[config.mk]
export PLATFORM = sky130hd
export DESIGN_NAME = pipe_stage_skid
export DESIGN_NICKNAME = d
export VERILOG_FILES = /design/src/rtl/pipeline_pkg.sv /design/src/rtl/pipe_slot.sv /design/src/rtl/pipe_stage_skid.sv
export SDC_FILE = /design/constraint.sdc
export NUM_CORES = 1
export LEC_CHECK = 0
export ABC_AREA = 1
export CAP_MARGIN = 20
export CORE_MARGIN = 2
export CORE_UTILIZATION = 50
export CTS_CLUSTER_DIAMETER = 100
export DETAILED_ROUTE_END_ITERATION = 8
export DONT_BUFFER_PORTS = 1
export GPL_ROUTABILITY_DRIVEN = 0
export PLACE_DENSITY = 0.68
export SYNTH_ARGS = -nofsm -noshare
export SYNTH_HDL_FRONTEND = slang
export SYNTH_HIERARCHICAL = 1
export SYNTH_SLANG_ARGS = --single-unit
[constraint.sdc]
create_clock -name clk -period 1.4 [get_ports clk]
set_input_delay 0.28 -clock clk [delete_from_list [all_inputs] [get_ports clk]]
set_output_delay 0.28 -clock clk [all_outputs]
set_load 0.02 [all_outputs]
[src/rtl/pipeline_pkg.sv]
`default_nettype none
// ============================================================================
// Module      : pipeline_pkg
// Description : Shared pipeline constants, the MEM/WB control struct and the
//               stage-occupancy state encoding.
// Revision    : 1.0 - initial release
// ============================================================================
package pipeline_pkg;

    localparam int WORD_LEN        = 32;
    localparam int INSTRUCTION_LEN = 32;

    typedef struct packed {
        logic sel_wb_mem;
        logic sel_wb_alu;
        logic rf_write_en;
    } wb_ctrl_t;

    typedef enum logic [1:0] {
        EMPTY = 2'd0,
        ONE   = 2'd1,
        FULL  = 2'd2
    } stage_state_t;

endpackage
`default_nettype wire

[src/rtl/pipe_slot.sv]
`default_nettype none
// ============================================================================
// Module      : pipe_slot
// Description : One pipeline entry {valid, ctrl, data}; clear wins over load.
// Revision    : 1.0 - initial release
// ============================================================================
module pipe_slot #(
    parameter int DATA_W = 32,
    parameter int CTRL_W = 3
) (
    input  logic              clk,
    input  logic              rst,
    input  logic              i_load,
    input  logic              i_clear,
    input  logic [CTRL_W-1:0] i_ctrl,
    input  logic [DATA_W-1:0] i_data,
    output logic              o_valid,
    output logic [CTRL_W-1:0] o_ctrl,
    output logic [DATA_W-1:0] o_data
);

    logic              r_valid;
    logic [CTRL_W-1:0] r_ctrl;
    logic [DATA_W-1:0] r_data;

    always_ff @(posedge clk or posedge rst) begin
        if (rst) begin
            r_valid <= 1'b0;
            r_ctrl  <= '0;
            r_data  <= '0;
        end else if (i_clear) begin
            r_valid <= 1'b0;
        end else if (i_load) begin
            r_valid <= 1'b1;
            r_ctrl  <= i_ctrl;
            r_data  <= i_data;
        end
    end

    assign o_valid = r_valid;
    assign o_ctrl  = r_ctrl;
    assign o_data  = r_data;

endmodule
`default_nettype wire

[src/rtl/pipe_stage_skid.sv]
`default_nettype none
// ============================================================================
// Module      : pipe_stage_skid
// Description : Valid/ready pipeline stage with a one-entry skid buffer and
//               synchronous flush. Optional stall counter: PIPE_STALL_CNT_EN.
// Revision    : 1.0 - initial release
// ============================================================================
module pipe_stage_skid
    import pipeline_pkg::*;
#(
    parameter int DATA_W = WORD_LEN,
    parameter int CTRL_W = $bits(wb_ctrl_t),
    parameter int CNT_W  = 16
) (
    input  logic              clk,
    input  logic              rst,
    input  logic              flush,
    input  logic              in_valid,
    output logic              in_ready,
    input  logic [DATA_W-1:0] in_data,
    input  logic [CTRL_W-1:0] in_ctrl,
    output logic              out_valid,
    input  logic              out_ready,
    output logic [DATA_W-1:0] out_data,
    output logic [CTRL_W-1:0] out_ctrl
`ifdef PIPE_STALL_CNT_EN
    ,
    output logic [CNT_W-1:0]  stall_cnt
`endif
);

    stage_state_t      r_state;
    stage_state_t      w_next_state;

    logic              w_main_valid;
    logic [CTRL_W-1:0] w_main_ctrl;
    logic [DATA_W-1:0] w_main_data;
    logic              w_skid_valid;
    logic [CTRL_W-1:0] w_skid_ctrl;
    logic [DATA_W-1:0] w_skid_data;

    logic              w_in_fire;
    logic              w_out_fire;
    logic              w_main_load;
    logic              w_main_clear;
    logic              w_main_from_skid;
    logic              w_skid_load;
    logic              w_skid_clear;
    logic [CTRL_W-1:0] w_main_d_ctrl;
    logic [DATA_W-1:0] w_main_d_data;

    // in_ready comes from the skid register only, never from out_ready
    assign in_ready   = !w_skid_valid;
    assign w_in_fire  = in_valid && in_ready;
    assign w_out_fire = w_main_valid && out_ready;

    always_ff @(posedge clk or posedge rst) begin
        if (rst) begin
            r_state <= EMPTY;
        end else begin
            r_state <= w_next_state;
        end
    end

    always_comb begin
        w_next_state     = r_state;
        w_main_load      = 1'b0;
        w_main_clear     = 1'b0;
        w_main_from_skid = 1'b0;
        w_skid_load      = 1'b0;
        w_skid_clear     = 1'b0;
        if (flush) begin
            w_main_clear = 1'b1;
            w_skid_clear = 1'b1;
            w_next_state = EMPTY;
        end else begin
            case (r_state)
                EMPTY: begin
                    if (w_in_fire) begin
                        w_main_load  = 1'b1;
                        w_next_state = ONE;
                    end
                end
                ONE: begin
                    if (w_in_fire && w_out_fire) begin
                        w_main_load  = 1'b1;
                    end else if (w_out_fire) begin
                        w_main_clear = 1'b1;
                        w_next_state = EMPTY;
                    end else if (w_in_fire) begin
                        w_skid_load  = 1'b1;
                        w_next_state = FULL;
                    end
                end
                FULL: begin
                    if (w_out_fire) begin
                        w_main_load      = 1'b1;
                        w_main_from_skid = 1'b1;
                        w_skid_clear     = 1'b1;
                        w_next_state     = ONE;
                    end
                end
                default: begin
                    w_main_clear = 1'b1;
                    w_skid_clear = 1'b1;
                    w_next_state = EMPTY;
                end
            endcase
        end
    end

    assign w_main_d_ctrl = w_main_from_skid ? w_skid_ctrl : in_ctrl;
    assign w_main_d_data = w_main_from_skid ? w_skid_data : in_data;

    pipe_slot #(.DATA_W(DATA_W), .CTRL_W(CTRL_W)) u_main_slot (
        .clk     (clk),
        .rst     (rst),
        .i_load  (w_main_load),
        .i_clear (w_main_clear),
        .i_ctrl  (w_main_d_ctrl),
        .i_data  (w_main_d_data),
        .o_valid (w_main_valid),
        .o_ctrl  (w_main_ctrl),
        .o_data  (w_main_data)
    );

    pipe_slot #(.DATA_W(DATA_W), .CTRL_W(CTRL_W)) u_skid_slot (
        .clk     (clk),
        .rst     (rst),
        .i_load  (w_skid_load),
        .i_clear (w_skid_clear),
        .i_ctrl  (in_ctrl),
        .i_data  (in_data),
        .o_valid (w_skid_valid),
        .o_ctrl  (w_skid_ctrl),
        .o_data  (w_skid_data)
    );

    assign out_valid = w_main_valid;
    assign out_data  = w_main_data;
    // Bubbles carry zero control so downstream write enables stay quiet
    assign out_ctrl  = w_main_ctrl & {CTRL_W{w_main_valid}};

`ifdef PIPE_STALL_CNT_EN
    logic [CNT_W-1:0] r_stall_cnt;

    always_ff @(posedge clk or posedge rst) begin
        if (rst) begin
            r_stall_cnt <= '0;
        end else if (w_main_valid && !out_ready && (r_stall_cnt != {CNT_W{1'b1}})) begin
            r_stall_cnt <= r_stall_cnt + 1'b1;
        end
    end

    assign stall_cnt = r_stall_cnt;
`endif

endmodule
`default_nettype wire

==> results.tsv <==
metric	value	unit
outcome	finished with violations	
failing checks	negative setup slack	
IO Count	77	
peak supply drop	836.4	uV
die area	8389	um^2
routed wire length per instance	16.62	um
Area contributors post-synth	dfrtp_1 48%, nand2_1 19%, nand3_1 9.8%, o21ai_2 8.0%, buf_6 4.4%	
Max transition margin	0.5581	
NetSw	3.510	mW
most frequent cell after synthesis	nand2_1	
Max clock buf depth	2	
CP max stage delay	0.40	ns
CP cell instances	inv_2 > nand2_2 > o21ai_2 > a21oi_2 > nor2_4 > buf_12 > buf_12 > nand2_8 > nand2_1 > nand2_1	
# DRC	0	
Clock Latency Late Sink	0.36	ns
Netlist cell types	20	
Placed Cells	568	
Row Count	31	
post-synth top area cell	dfrtp_1	
Synth top cells by count	190 x nand2_1, 75 x nand3_1, 74 x dfrtp_1	
Max Clock Freq	653.5	MHz
H-tree depth	3	
max-slew violations	0	
vias per cell	5.339	
Hold Crit Class	in -> reg	
ANT nets after route	0	
Switching Fraction	0.4224	
CTS Sinks	74	
post-route non-filler standard cell count	604	
kind of critical path	reg -> reg	
# diodes	0	
via count	3225	
CTS tree	built	
Tcrit/Tclk final	1.093	
met3 Use GR	0.07303	
1st-pass router iterations	5	
synth warn	6	
Die W	91.59	um
max_cap viols	0	
grt total ovfl	0	
clock-pin slew on the worst setup and hold paths	0.08	ns
Setup Viol. Count Final	71	
GRT Max-Usage Layer	met2	
layout cells sized above 1	0.2851	
Combinational Power Share	0.304	
arrival time worst endpoint	1.78	ns
fin crit period	1.530	ns
port buffer count	0	
sequential area share after synthesis	0.4827	
CTS root buf	clkbuf_8	
Crit-path slowest cell	dfrtp_1	
CP required	1.65	ns
Area Overhead vs Synth	21.56	%
CTS Buf Count	9	
final wirelength	10.04	mm
Power per Cell Area	1782	nW/um^2
post-synthesis cell count	469	
Die Span Y	91.59	um
Power, Total	8.312	mW
M1 GR Usage	0.3310	
Post-synth ARST share	1.000	
Critical Path Fanout Max	6	
Clock power frac	0.170	
unrepaired setup endpoints after global routing	true	
endpoints failing hold	0	
Synth Flop Type	dfrtp_1	
Core Area	7331	um^2
Clock Skew	0.008362	ns
grt met2 use	0.4044	
starting density of the core	0.5233	
number of synthesized flops with an enable pin	0	
register bit total from synthesis	74	
Post-Syn Area	3836	um^2
Syn Nets	509	
largest net degree at the start of global routing	29	
Worst Tran Pin Value	0.6587	ns
initial antenna violation count	0	
final setup margin	-0.1302	ns
vias in the first global route	3190	
P_leak	2.415	nW
Reg power frac	0.526	
share of the synthesized area in the top cell type	0.4827	
first-pass GRT wire length	16.36	mm
fin util	0.6361	
DP HPWL	5.827	mm
number of DRC markers in iteration 0	175	
post-layout net count	541	
syn avg cell area	8.179	um^2
Setup crit start kind	flop	
critical path endpoint category	flop	
GRT Total Usage	0.2569	
P_int	4.801	mW
TNS Setup	-6.148	ns
## critical path, delay by kind of cell, from the launching register on
family | cells | cell delay, ns
AND/OR/NAND/NOR | 5 | 0.42
buffers and inverters | 3 | 0.38
AO/OA/AOI/OAI | 2 | 0.23
flip-flops | 1 | 0.40
## cells in the final DEF, fill, tap and decap left out, types with 2 or more instances in the layout
master and instances:
clkbuf_1 3, nand2_4 8, buf_12 13, inv_2 6, nor2_1 4, nand3_2 4, nor2_4 4, dfrtp_2 2
nand2_2 19, dfrtp_1 72, inv_1 37, o21ai_2 36, clkinv_4 2, clkinv_2 2, nand3_1 71, buf_8 2
buf_4 20, nand2_1 167, clkinv_1 2, clkbuf_8 9, nand2_8 8
## per-layer routing
| layer | vias up | part of all wire |
|---|---|---|
| met4 | 0 | 0.020 |
| li1 | 1546 | - |
| met3 | 20 | 0.074 |
| met2 | 121 | 0.48 |
| met5 | - | 0 |
| met1 | 1538 | 0.43 |
## logic make-up after synthesis
group           count (synthesis)  synth area share
flops                          74            0.4827
simple gates                  279            0.3128
buf+inv                        75            0.1161
compound gates                 41           0.08838
## final cells by class
cell class	count	area, um^2
Clock inverter	3	17.52
Timing Repair inverter	1	6.256
Multi-Input combinational cell	329	1839
Tap cell	99	123.9
Clock buffer	12	135.1
Fill cell	624	2668
Inverter	48	197.7
Sequential cell	74	1854
Timing Repair Buffer	38	489.2
## state kept, by name, indices dropped and copies added, names as in the netlist
register / cells
u_main_slot/o_ctrl: 3
u_skid_slot/o_valid: 1
r_state: 2
u_main_slot/o_data: 32
u_skid_slot/o_data: 32
u_main_slot/o_valid: 1
u_skid_slot/o_ctrl: 3
## metrics by stage
| stage | cell area [um^2] | hold WS (ns) | worst slack (ns) |
|---|---|---|---|
| 2_1_floorplan | 3856 | 0.02112 | -0.04496 |
| 3_3_place_gp | 4048 | 0.03109 | -0.09663 |
| 3_5_place_dp | 4048 | 0.03277 | -0.1066 |
| 4_1_cts | 4542 | 0.04158 | -0.07707 |
| 5_1_grt | 4663 | 0.04685 | -0.2126 |
| 6_report | 4663 | 0.05533 | -0.1302 |
## power by group through the flow
stage	clock (mW)	combinational (mW)	sequential, mW
2_1_floorplan	0	1.57	4.20
5_1_grt	1.51	2.86	4.50
4_1_cts	1.44	2.35	4.35
3_3_place_gp	0	1.92	4.33
6_report	1.41	2.53	4.37
3_5_place_dp	0	2.00	4.36
## timing repair
action	in CTS	in global routing
buffers inserted	6	3
endpoints found under the hold margin	31	0
endpoints found under the setup margin	74	75
hold buffers	1	0
cloned	10	1
pin swaps	6	4
resized for setup	37	19
## worst paths after layout
kind	startpoint	slack [ns]	to	cells after the start
setup / recovery	u_skid_slot/o_valid$_DFFE_PP0P_	-0.13	u_main_slot/o_data[9]$_DFFE_PP0P_	10
hold / removal	in_data[12]	0.06	u_skid_slot/o_data[12]$_DFFE_PP0P_	2
setup reg to reg	u_skid_slot/o_valid$_DFFE_PP0P_	-0.13	u_main_slot/o_data[9]$_DFFE_PP0P_	10
hold reg to reg	u_skid_slot/o_data[6]$_DFFE_PP0P_	0.47	u_skid_slot/o_data[6]$_DFFE_PP0P_	2
max in group asynchronous	rst	0.43	u_skid_slot/o_data[8]$_DFFE_PP0P_	3
min in group asynchronous	rst	0.27	r_state[1]$_DFFE_PP0P_	2
(Power assumes the default switching activity.)
